--- config.mk ---
export PLATFORM = sky130hd
export DESIGN_NAME = instruction_fetch
export DESIGN_NICKNAME = d
export VERILOG_FILES = /design/src/rtl/instruction_fetch_pkg.sv /design/src/rtl/instruction_fetch_fifo.sv /design/src/rtl/instruction_fetch.sv
export SDC_FILE = /design/constraint.sdc
export NUM_CORES = 1
export LEC_CHECK = 0
export ABC_CLOCK_PERIOD_IN_PS = 3500
export CORE_MARGIN = 1.5
export CORE_UTILIZATION = 40
export DETAILED_ROUTE_END_ITERATION = 8
export PLACE_DENSITY = 0.77
export SETUP_SLACK_MARGIN = 0.15
export SYNTH_ARGS = -nofsm -noshare
export SYNTH_HDL_FRONTEND = slang
export SYNTH_SLANG_ARGS = --single-unit
--- constraint.sdc ---
create_clock -name clk -period 3.5 [get_ports clk]
set_clock_uncertainty 0.15 [all_clocks]
set_input_delay 0.7 -clock clk [delete_from_list [all_inputs] [get_ports clk]]
set_output_delay 0.7 -clock clk [all_outputs]
set_load 0.005 [all_outputs]
--- src/rtl/instruction_fetch_pkg.sv ---
// Shared types and widths for the instruction-fetch slice.
// Optional feature macro used by this slice: IFETCH_BOUND_CHECK_EN.
package instruction_fetch_pkg;

  localparam int INST_W = 32;
  localparam int PC_W   = 32;

  typedef enum logic [1:0] {
    ST_BOOT = 2'd0,
    ST_RUN  = 2'd1,
    ST_HALT = 2'd2
  } state_t;

endpackage

--- src/rtl/instruction_fetch_fifo.sv ---
// Return buffer for fetched words: DEPTH x WIDTH synchronous FIFO with push/pop/clear.
// Clear wins over push and pop; head data reads as zero while empty.
module ifetch_fifo #(
  parameter int DEPTH = 2,
  parameter int WIDTH = 64
) (
  input  logic                       clk,
  input  logic                       rst,
  input  logic                       push,
  input  logic                       pop,
  input  logic                       clear,
  input  logic [WIDTH-1:0]           wdata,
  output logic [WIDTH-1:0]           rdata,
  output logic [$clog2(DEPTH+1)-1:0] count,
  output logic                       empty
);

  localparam int CNT_W = $clog2(DEPTH + 1);
  localparam int PTR_W = (DEPTH > 1) ? $clog2(DEPTH) : 1;

  logic [WIDTH-1:0] mem_q [DEPTH];
  logic [PTR_W-1:0] rd_ptr_q, rd_ptr_d;
  logic [PTR_W-1:0] wr_ptr_q, wr_ptr_d;
  logic [CNT_W-1:0] count_q, count_d;

  function automatic logic [PTR_W-1:0] ptr_inc(input logic [PTR_W-1:0] p);
    return (p == PTR_W'(DEPTH - 1)) ? '0 : p + PTR_W'(1);
  endfunction

  always_comb begin
    rd_ptr_d = rd_ptr_q;
    wr_ptr_d = wr_ptr_q;
    count_d  = count_q;
    if (clear) begin
      rd_ptr_d = '0;
      wr_ptr_d = '0;
      count_d  = '0;
    end else begin
      if (push) wr_ptr_d = ptr_inc(wr_ptr_q);
      if (pop)  rd_ptr_d = ptr_inc(rd_ptr_q);
      count_d = count_q + CNT_W'(push) - CNT_W'(pop);
    end
  end

  always_ff @(posedge clk or posedge rst) begin
    if (rst) begin
      rd_ptr_q <= '0;
      wr_ptr_q <= '0;
      count_q  <= '0;
    end else begin
      rd_ptr_q <= rd_ptr_d;
      wr_ptr_q <= wr_ptr_d;
      count_q  <= count_d;
    end
  end

  // Storage carries data only, so it is left out of reset.
  always_ff @(posedge clk) begin
    if (push && !clear) mem_q[wr_ptr_q] <= wdata;
  end

  assign empty = (count_q == '0);
  assign count = count_q;
  assign rdata = empty ? '0 : mem_q[rd_ptr_q];

endmodule

--- src/rtl/instruction_fetch.sv ---
// Instruction fetch: owns the word PC, issues 1-cycle memory reads under a credit limit,
// buffers returns for decode. IFETCH_BOUND_CHECK_EN swaps PC wrap for a sticky range fault.
module instruction_fetch
  import instruction_fetch_pkg::*;
#(
  parameter int RESET_PC   = 0,
  parameter int MEM_DEPTH  = 128,
  parameter int FIFO_DEPTH = 2
) (
  input  logic              clk,
  input  logic              rst,
  output logic [PC_W-1:0]   mem_pc,
  input  logic [INST_W-1:0] mem_inst,
  output logic              out_valid,
  input  logic              out_ready,
  output logic [INST_W-1:0] out_inst,
  output logic [PC_W-1:0]   out_pc,
  input  logic              redir_valid,
  input  logic [PC_W-1:0]   redir_pc,
  input  logic              halt,
  output logic              fault
);

  localparam int CNT_W = $clog2(FIFO_DEPTH + 1);

  state_t                    state_q, state_d;
  logic [PC_W-1:0]           mem_pc_q, mem_pc_d;
  logic [PC_W-1:0]           pc_q, pc_d;
  logic                      issue_q, issue_d;
  logic                      inflight_q, inflight_d;
  logic                      push, pop, credit_ok;
  logic [CNT_W-1:0]          fifo_count;
  logic                      fifo_empty;
  logic [PC_W+INST_W-1:0]    fifo_rdata;

`ifdef IFETCH_BOUND_CHECK_EN
  logic fault_q, fault_d;

  function automatic logic [PC_W-1:0] wrap_pc(input logic [PC_W-1:0] p);
    return p;
  endfunction
`else
  localparam logic [PC_W-1:0] PC_MASK = PC_W'(MEM_DEPTH - 1);

  function automatic logic [PC_W-1:0] wrap_pc(input logic [PC_W-1:0] p);
    return p & PC_MASK;
  endfunction
`endif

  always_comb begin
    state_d    = state_q;
    mem_pc_d   = mem_pc_q;
    pc_d       = mem_pc_q;
    inflight_d = issue_q;
    issue_d    = 1'b0;
    pop        = out_valid & out_ready & ~redir_valid;
    push       = inflight_q & ~redir_valid;
`ifdef IFETCH_BOUND_CHECK_EN
    fault_d    = fault_q;
`endif
    // Count buffered words plus every request still able to return after this edge.
    credit_ok = (32'(fifo_count) + 32'(inflight_q) + 32'(issue_q) - 32'(pop))
                < 32'(FIFO_DEPTH);

    case (state_q)
      ST_BOOT: state_d = ST_RUN;
      ST_RUN:  if (halt) state_d = ST_HALT;
      default: state_d = ST_HALT;
    endcase

    if (issue_q) mem_pc_d = wrap_pc(mem_pc_q + 32'd1);

    if (redir_valid) begin
      state_d    = ST_RUN;
      mem_pc_d   = wrap_pc(redir_pc);
      inflight_d = 1'b0;
      issue_d    = 1'b1;
    end else begin
      issue_d = (state_d == ST_RUN) && credit_ok;
    end

`ifdef IFETCH_BOUND_CHECK_EN
    if (redir_valid) fault_d = 1'b0;
    if ((state_d == ST_RUN) && (mem_pc_d >= PC_W'(MEM_DEPTH))) begin
      fault_d = 1'b1;
      state_d = ST_HALT;
      issue_d = 1'b0;
    end
`endif
  end

  always_ff @(posedge clk or posedge rst) begin
    if (rst) begin
      state_q    <= ST_BOOT;
      mem_pc_q   <= PC_W'(RESET_PC);
      issue_q    <= 1'b0;
      inflight_q <= 1'b0;
    end else begin
      state_q    <= state_d;
      mem_pc_q   <= mem_pc_d;
      issue_q    <= issue_d;
      inflight_q <= inflight_d;
    end
  end

`ifdef IFETCH_BOUND_CHECK_EN
  always_ff @(posedge clk or posedge rst) begin
    if (rst) fault_q <= 1'b0;
    else     fault_q <= fault_d;
  end

  assign fault = fault_q;
`else
  assign fault = 1'b0;
`endif

  // PC tag of the read in flight; only meaningful while inflight_q is set.
  always_ff @(posedge clk) begin
    pc_q <= pc_d;
  end

  ifetch_fifo #(
    .DEPTH (FIFO_DEPTH),
    .WIDTH (PC_W + INST_W)
  ) u_fifo (
    .clk   (clk),
    .rst   (rst),
    .push  (push),
    .pop   (pop),
    .clear (redir_valid),
    .wdata ({pc_q, mem_inst}),
    .rdata (fifo_rdata),
    .count (fifo_count),
    .empty (fifo_empty)
  );

  assign mem_pc    = mem_pc_q;
  assign out_valid = ~fifo_empty;
  assign out_pc    = fifo_rdata[INST_W +: PC_W];
  assign out_inst  = fifo_rdata[INST_W-1:0];

endmodule

======== Yosys cells after proc, flatten, opt, wreduce, memory -nomap -nowiden ========
Memories as Yosys holds them, arrays and structs flattened.
Index checks and enable logic that the tools add are counted.
storage, ports and cells
  flip-flop bits (word level) ............. 72
  latch bits .............................. 0
  bits in writable memories ............... 128
  memory bits (read-only) ................. 0
  input bits .............................. 69
  word-level logic and storage cells ...... 50
  memories kept ........................... 1
operators by class
  $add $sub $neg .......................... 8
  multiply operators ...................... 0
  divide/modulo/power cells ............... 0
  order comparisons ....................... 1
  equal/unequal tests ..................... 2
  shift-type cells ........................ 0
  muxes and demuxes ....................... 17
  bitwise operators ....................... 5
  reduce and logical (&&, ||, !) cells .... 8
memories
  memory        depth  bits a word  rd ports  clocked after Yosys merged registers in  write ports  line                          RTL
  u_fifo.mem_q  2      64           1         0                                        1            instruction_fetch_fifo.sv:21  logic [WIDTH-1:0] mem_q [DEPTH];
operators by type and width
  cell                 count
  $mux 32              2
  $mux 64              1
  $lt 32x2->1 const B  1
  $mux 1               10
  $add 7x1->7 const B  1
  $mux 2               3
  $reduce_bool 2->1    3
  $sub 4x1->5          1
  $add 3x1->4          1
  $eq 2x1->1 const B   2
  $logic_not 2->1      2
  $pmux 2 s2           1
  $add 2x1->3          1
  $and 1x1->1          3
  $add 1x1->1 const B  2
  $add 2x1->2          1
  $logic_and 1x1->1    2
  $not 1->1            2
  $sub 2x1->2          1
  $logic_not 1->1      1

======== Depth between registers and ports, before layout ========
  word-level depth ........................ 8
  gate-level depth with buffers ........... 11
  gate-level depth less buffers ........... 11

======== Cells and area by module ========
Synthesis repeated with hierarchy kept, for this count alone.
second synthesis, totals
  cells, all modules ...................... 390
  area total of the unflattened synthesis .. 6,073.3 sq um
by module, submodules not included
  module             times used  cells each  area each (sq um)  sequential area each (sq um)
  ifetch_fifo        1           289         5,091.1            3,943.8
  instruction_fetch  1           101         982.2              415.4

======== Worst setup path before layout ========
No wires, ideal clock.
  path kind ............................... in2reg
  start ................................... input redir_valid
  end ..................................... memory u_fifo.mem_q[0][0] (enable)
  library setup time ...................... 0.484 ns
  data arrival time ....................... 3.632 ns
  required time ........................... 2.866 ns
  path slack .............................. -0.766 ns
  stages on the path ...................... 2
  path buffers ............................ 1
  path through ............................ clkbuf_1 nor3_1
on the way
  longest elaborated chain between the ends .. 5
  elaborated cells on any way between the ends .. 6
  those cells by class .................... 2 x mux; 2 x bitwise; 2 x reduce/logical
RTL lines
  element                         line                          RTL
  from (decl)                     instruction_fetch.sv:18       input logic redir_valid,
  $not 1->1                       instruction_fetch.sv:57       push = inflight_q & ~redir_valid;
  $and 1x1->1                     instruction_fetch.sv:57
  $logic_and 1x1->1 *             instruction_fetch_fifo.sv:59  if (push && !clear) mem_q[wr_ptr_q] <= wdata;
  $mux 1 *                        instruction_fetch_fifo.sv:59
  $mux 1 (implied by the code) *  instruction_fetch_fifo.sv:59
  to (decl)                       instruction_fetch_fifo.sv:21
Mark *: on every way between the ends. The rest lies on a longest branch, timed or not.

======== Worst setup path after layout ========
  start ................................... register u_fifo.rd_ptr_q
  end ..................................... output out_inst[12]
on the way
  longest elaborated chain between the ends .. 2
RTL lines
  element                 line                          RTL
  from (decl)             instruction_fetch_fifo.sv:22  logic [PTR_W-1:0] rd_ptr_q, rd_ptr_d;
  from (signal assigned)  instruction_fetch_fifo.sv:51  rd_ptr_q <= rd_ptr_d;
  $mem_v2 2x64            --
  $mux 64                 instruction_fetch_fifo.sv:64  assign rdata = empty ? '0 : mem_q[rd_ptr_q];
  to (decl)               instruction_fetch.sv:16       output logic [INST_W-1:0] out_inst,
Every way passes these cells.

==> impl_metrics.ini <==
[outcome]
status = complete, no violations

[critical_path]
r2r_cells = 11
path_class = flip-flop to output port
crit_arrival_ns = 2.10
regToRegStartpoint = u_fifo.count[1]$_DFF_PP0_
ff2ff_setup_slack_ns = 0.73
r2r_end = issue_q$_DFF_PP0_
crit_path_max_fanout = 26
required_ns = 2.65
end_kind = output port
start_kind = flip-flop

[clock_tree]
clk_latency_ns = 0.36
cts_root_buf = clkbuf_8
postCtsHoldBufs = 0
numCtsBuffers = 9
path_clk_slew_ns = 0.10
cts_max_path_buffers = 2
post-cts-setup-buffers = 0
cts_max_level = 3
cts_resized = 0
cts_tree = done
numClockSinks = 100

[yosys]
ys_seq_area_share_pct = 66.4
yosysWarnings = 0
synthCells = 313
syn-cell-area_mm2 = 0.00430
syn_avg_cell_area_um2 = 13.7
synth_seq_cells = 100
synth_cell_types = 26

[layout]
syn_to_final_growth_pct = 26.0
diodes = 0
drive_gt1_share_pct = 6.31
num-fill-cells = 897
multiInputGateArea_mm2 = 0.00118
fin_area_mm2 = 0.00542
seqCellArea_mm2 = 0.00286
fin_nets = 485

[routing]
wirelength_um = 7270
drc = 0
ant_nets = 0
wl_per_cell_um = 13.3
dr.pass1.iters = 4
drtIter0Drc = 90
via_per_inst = 4.46
num_vias = 2445

[hold_path]
worstHoldStart = pc_q[2]$_DFF_P_
hold_path_class = flip-flop to flip-flop
min_delay_worst_endpoint = u_fifo.mem_q[0][34]$_DFFE_PP_
hold_depth = 0

[power_and_ir_drop]
p_total_uw = 2970
peakVddDrop_uv = 240
pwr_density_cell_mw_per_mm2 = 548
p_leak_uw = 0.00198

[grt]
grt_pass1_vias = 2364
antenna_found_initial = 0
grt_pass1_wl_um = 11400
grt_max_degree = 41
overflow = 0
grt_usage_pct = 13.2

[timing]
hold_ws_ns = 0.285
tns_ns = 0
hold_viol = 0
period_needed_ns = 2.95
worst_pin_slew_ns = 0.577
fmax_mhz = 339
post-route-period-util_pct = 84.2
setup_viol = 0
drv_slew = 0
relSlewSlack_pct = 61.5
rsz0062_at_grt = no

[run]
cap_viol_max_count = 0

[placement]
place.port_buffers = 90
gp_congestion = 0.682
placed_cell_area_mm2 = 0.00521
hpwl_um = 5010

[floorplanning]
die_x_um = 107
core-area_mm2 = 0.0104
num_rows = 37
die_area_mm2 = 0.0114
io_pins = 167
start_util_pct = 41.5
die_y_um = 107
-- logic make-up (layout without fill, tap and decap cells) --
family / count (synthesis) / in the layout / synth area share [%]
DFF: 100 / 100 / 66.4
adders and majority gates: 9 / 9 / 2.79
AOI/OAI and AO/OA: 12 / 12 / 1.48
muxes: 40 / 40 / 9.30
buffers and inverters: 72 / 121 / 11.0
xor gates and xnor gates: 8 / 8 / 1.63
other: 1 / 51 / 0.0872
and+or+nand+nor: 71 / 71 / 7.27
-- worst max-delay path by stage --
stage | startpoint | end | slack, ns | cells past startpoint
detailed placement | out_ready | issue_q$_DFF_PP0_ | 0.22 | 12
finish | u_fifo.rd_ptr_q$_DFFE_PP0P_ | out_inst[12] | 0.55 | 4
global route | u_fifo.rd_ptr_q$_DFFE_PP0P_ | out_inst[12] | 0.42 | 4
floorplan | redir_valid | u_fifo.mem_q[0][0]$_DFFE_PP_ | 0.45 | 2
CTS | u_fifo.rd_ptr_q$_DFFE_PP0P_ | out_inst[12] | 0.50 | 4
global placement | out_ready | issue_q$_DFF_PP0_ | 0.28 | 12
-- placed cells by master (no fill, tap or decap), types with 2 or more instances in the layout --
master / instances
inv_1: 9
nand3_1: 4
clkdlybuf4s50_1: 90
xnor2_1: 4
edfxtp_1: 78
buf_4: 4
dfrtp_1: 14
dfxtp_1: 7
xor2_1: 4
clkbuf_1: 2
nor2_1: 46
buf_12: 2
conb_1: 51
nor2b_1: 4
or4_1: 2
clkbuf_8: 9
nand2_1: 10
a21oi_1: 2
ha_1: 8
o21ai_0: 9
mux2i_1: 40
-- metrics by stage --
stage	setup slack [ns]	std cells	utilization, %
final	0.554	548	52.3
after global placement	0.276	532	50.3
after floorplan	0.449	363	-
after global routing	0.420	548	52.3
after detailed placement	0.224	532	50.3
after CTS	0.496	548	52.3
-- registers in the layout, summed over array words and instances (netlist names) --
signal           cells
u_fifo.wr_ptr_q      1
u_fifo.rd_ptr_q      1
pc_q                 7
u_fifo.count         2
u_fifo.mem_q        78
mem_pc               7
state_q              2
inflight_q           1
issue_q              1
-- metal layers --
layer  up-vias  wire [um]  part of all wire, %  global-route usage, %
met5         -          0                    0                      0
met4         0        117                  1.6                   4.76
met3        16        434                  6.0                   4.13
met2        84       3810                   52                   23.0
met1      1175       2910                   40                   15.4
li1       1170          -                    -                      -
-- worst max-delay path, stage by stage, from the launching register on --
cell and delay [ns]:
dfrtp_2 0.68, buf_12 0.29, mux2i_1 0.24, nor2_1 0.07
clkdlybuf4s50_1 0.46
-- power by group --
group,switching [uW],internal [uW]
clock network,374,379
logic,323,410
registers,90.0,1400
-- synthesized netlist by cell type --
cell type	number	share of area, %
mux2i_1	40	9.3
dfrtp_1	15	8.7
buf_2	4	0.47
and2_1	1	0.15
buf_4	51	8.9
nor2b_1	4	0.58
buf_6	1	0.26
nand4_1	1	0.15
nand2_1	10	0.87
nor2_1	47	4.1
clkbuf_1	7	0.61
nor3_1	1	0.12
xor2_1	4	0.81
dfxtp_1	7	3.3
edfxtp_1	78	54
conb_1	1	0.087
xnor2_1	4	0.81
or4_1	2	0.35
inv_1	9	0.79
ha_1	8	2.3
nand4_4	1	0.49
nand3_1	4	0.47
a31o_2	1	0.20
a21oi_1	2	0.23
o21ai_0	9	1.0
fa_1	1	0.47
-- final cells by class --
class                   instances  share of cell area, %
well taps                     136                   3.14
inverters                       9                  0.623
clock buffers                  12                   2.88
flip-flops and latches        100                   52.7
clock inverters                 4                  0.992
multi-input cells             191                   21.7
repair buffers                 96                   17.9
Power figures use the tool's default switching activity.
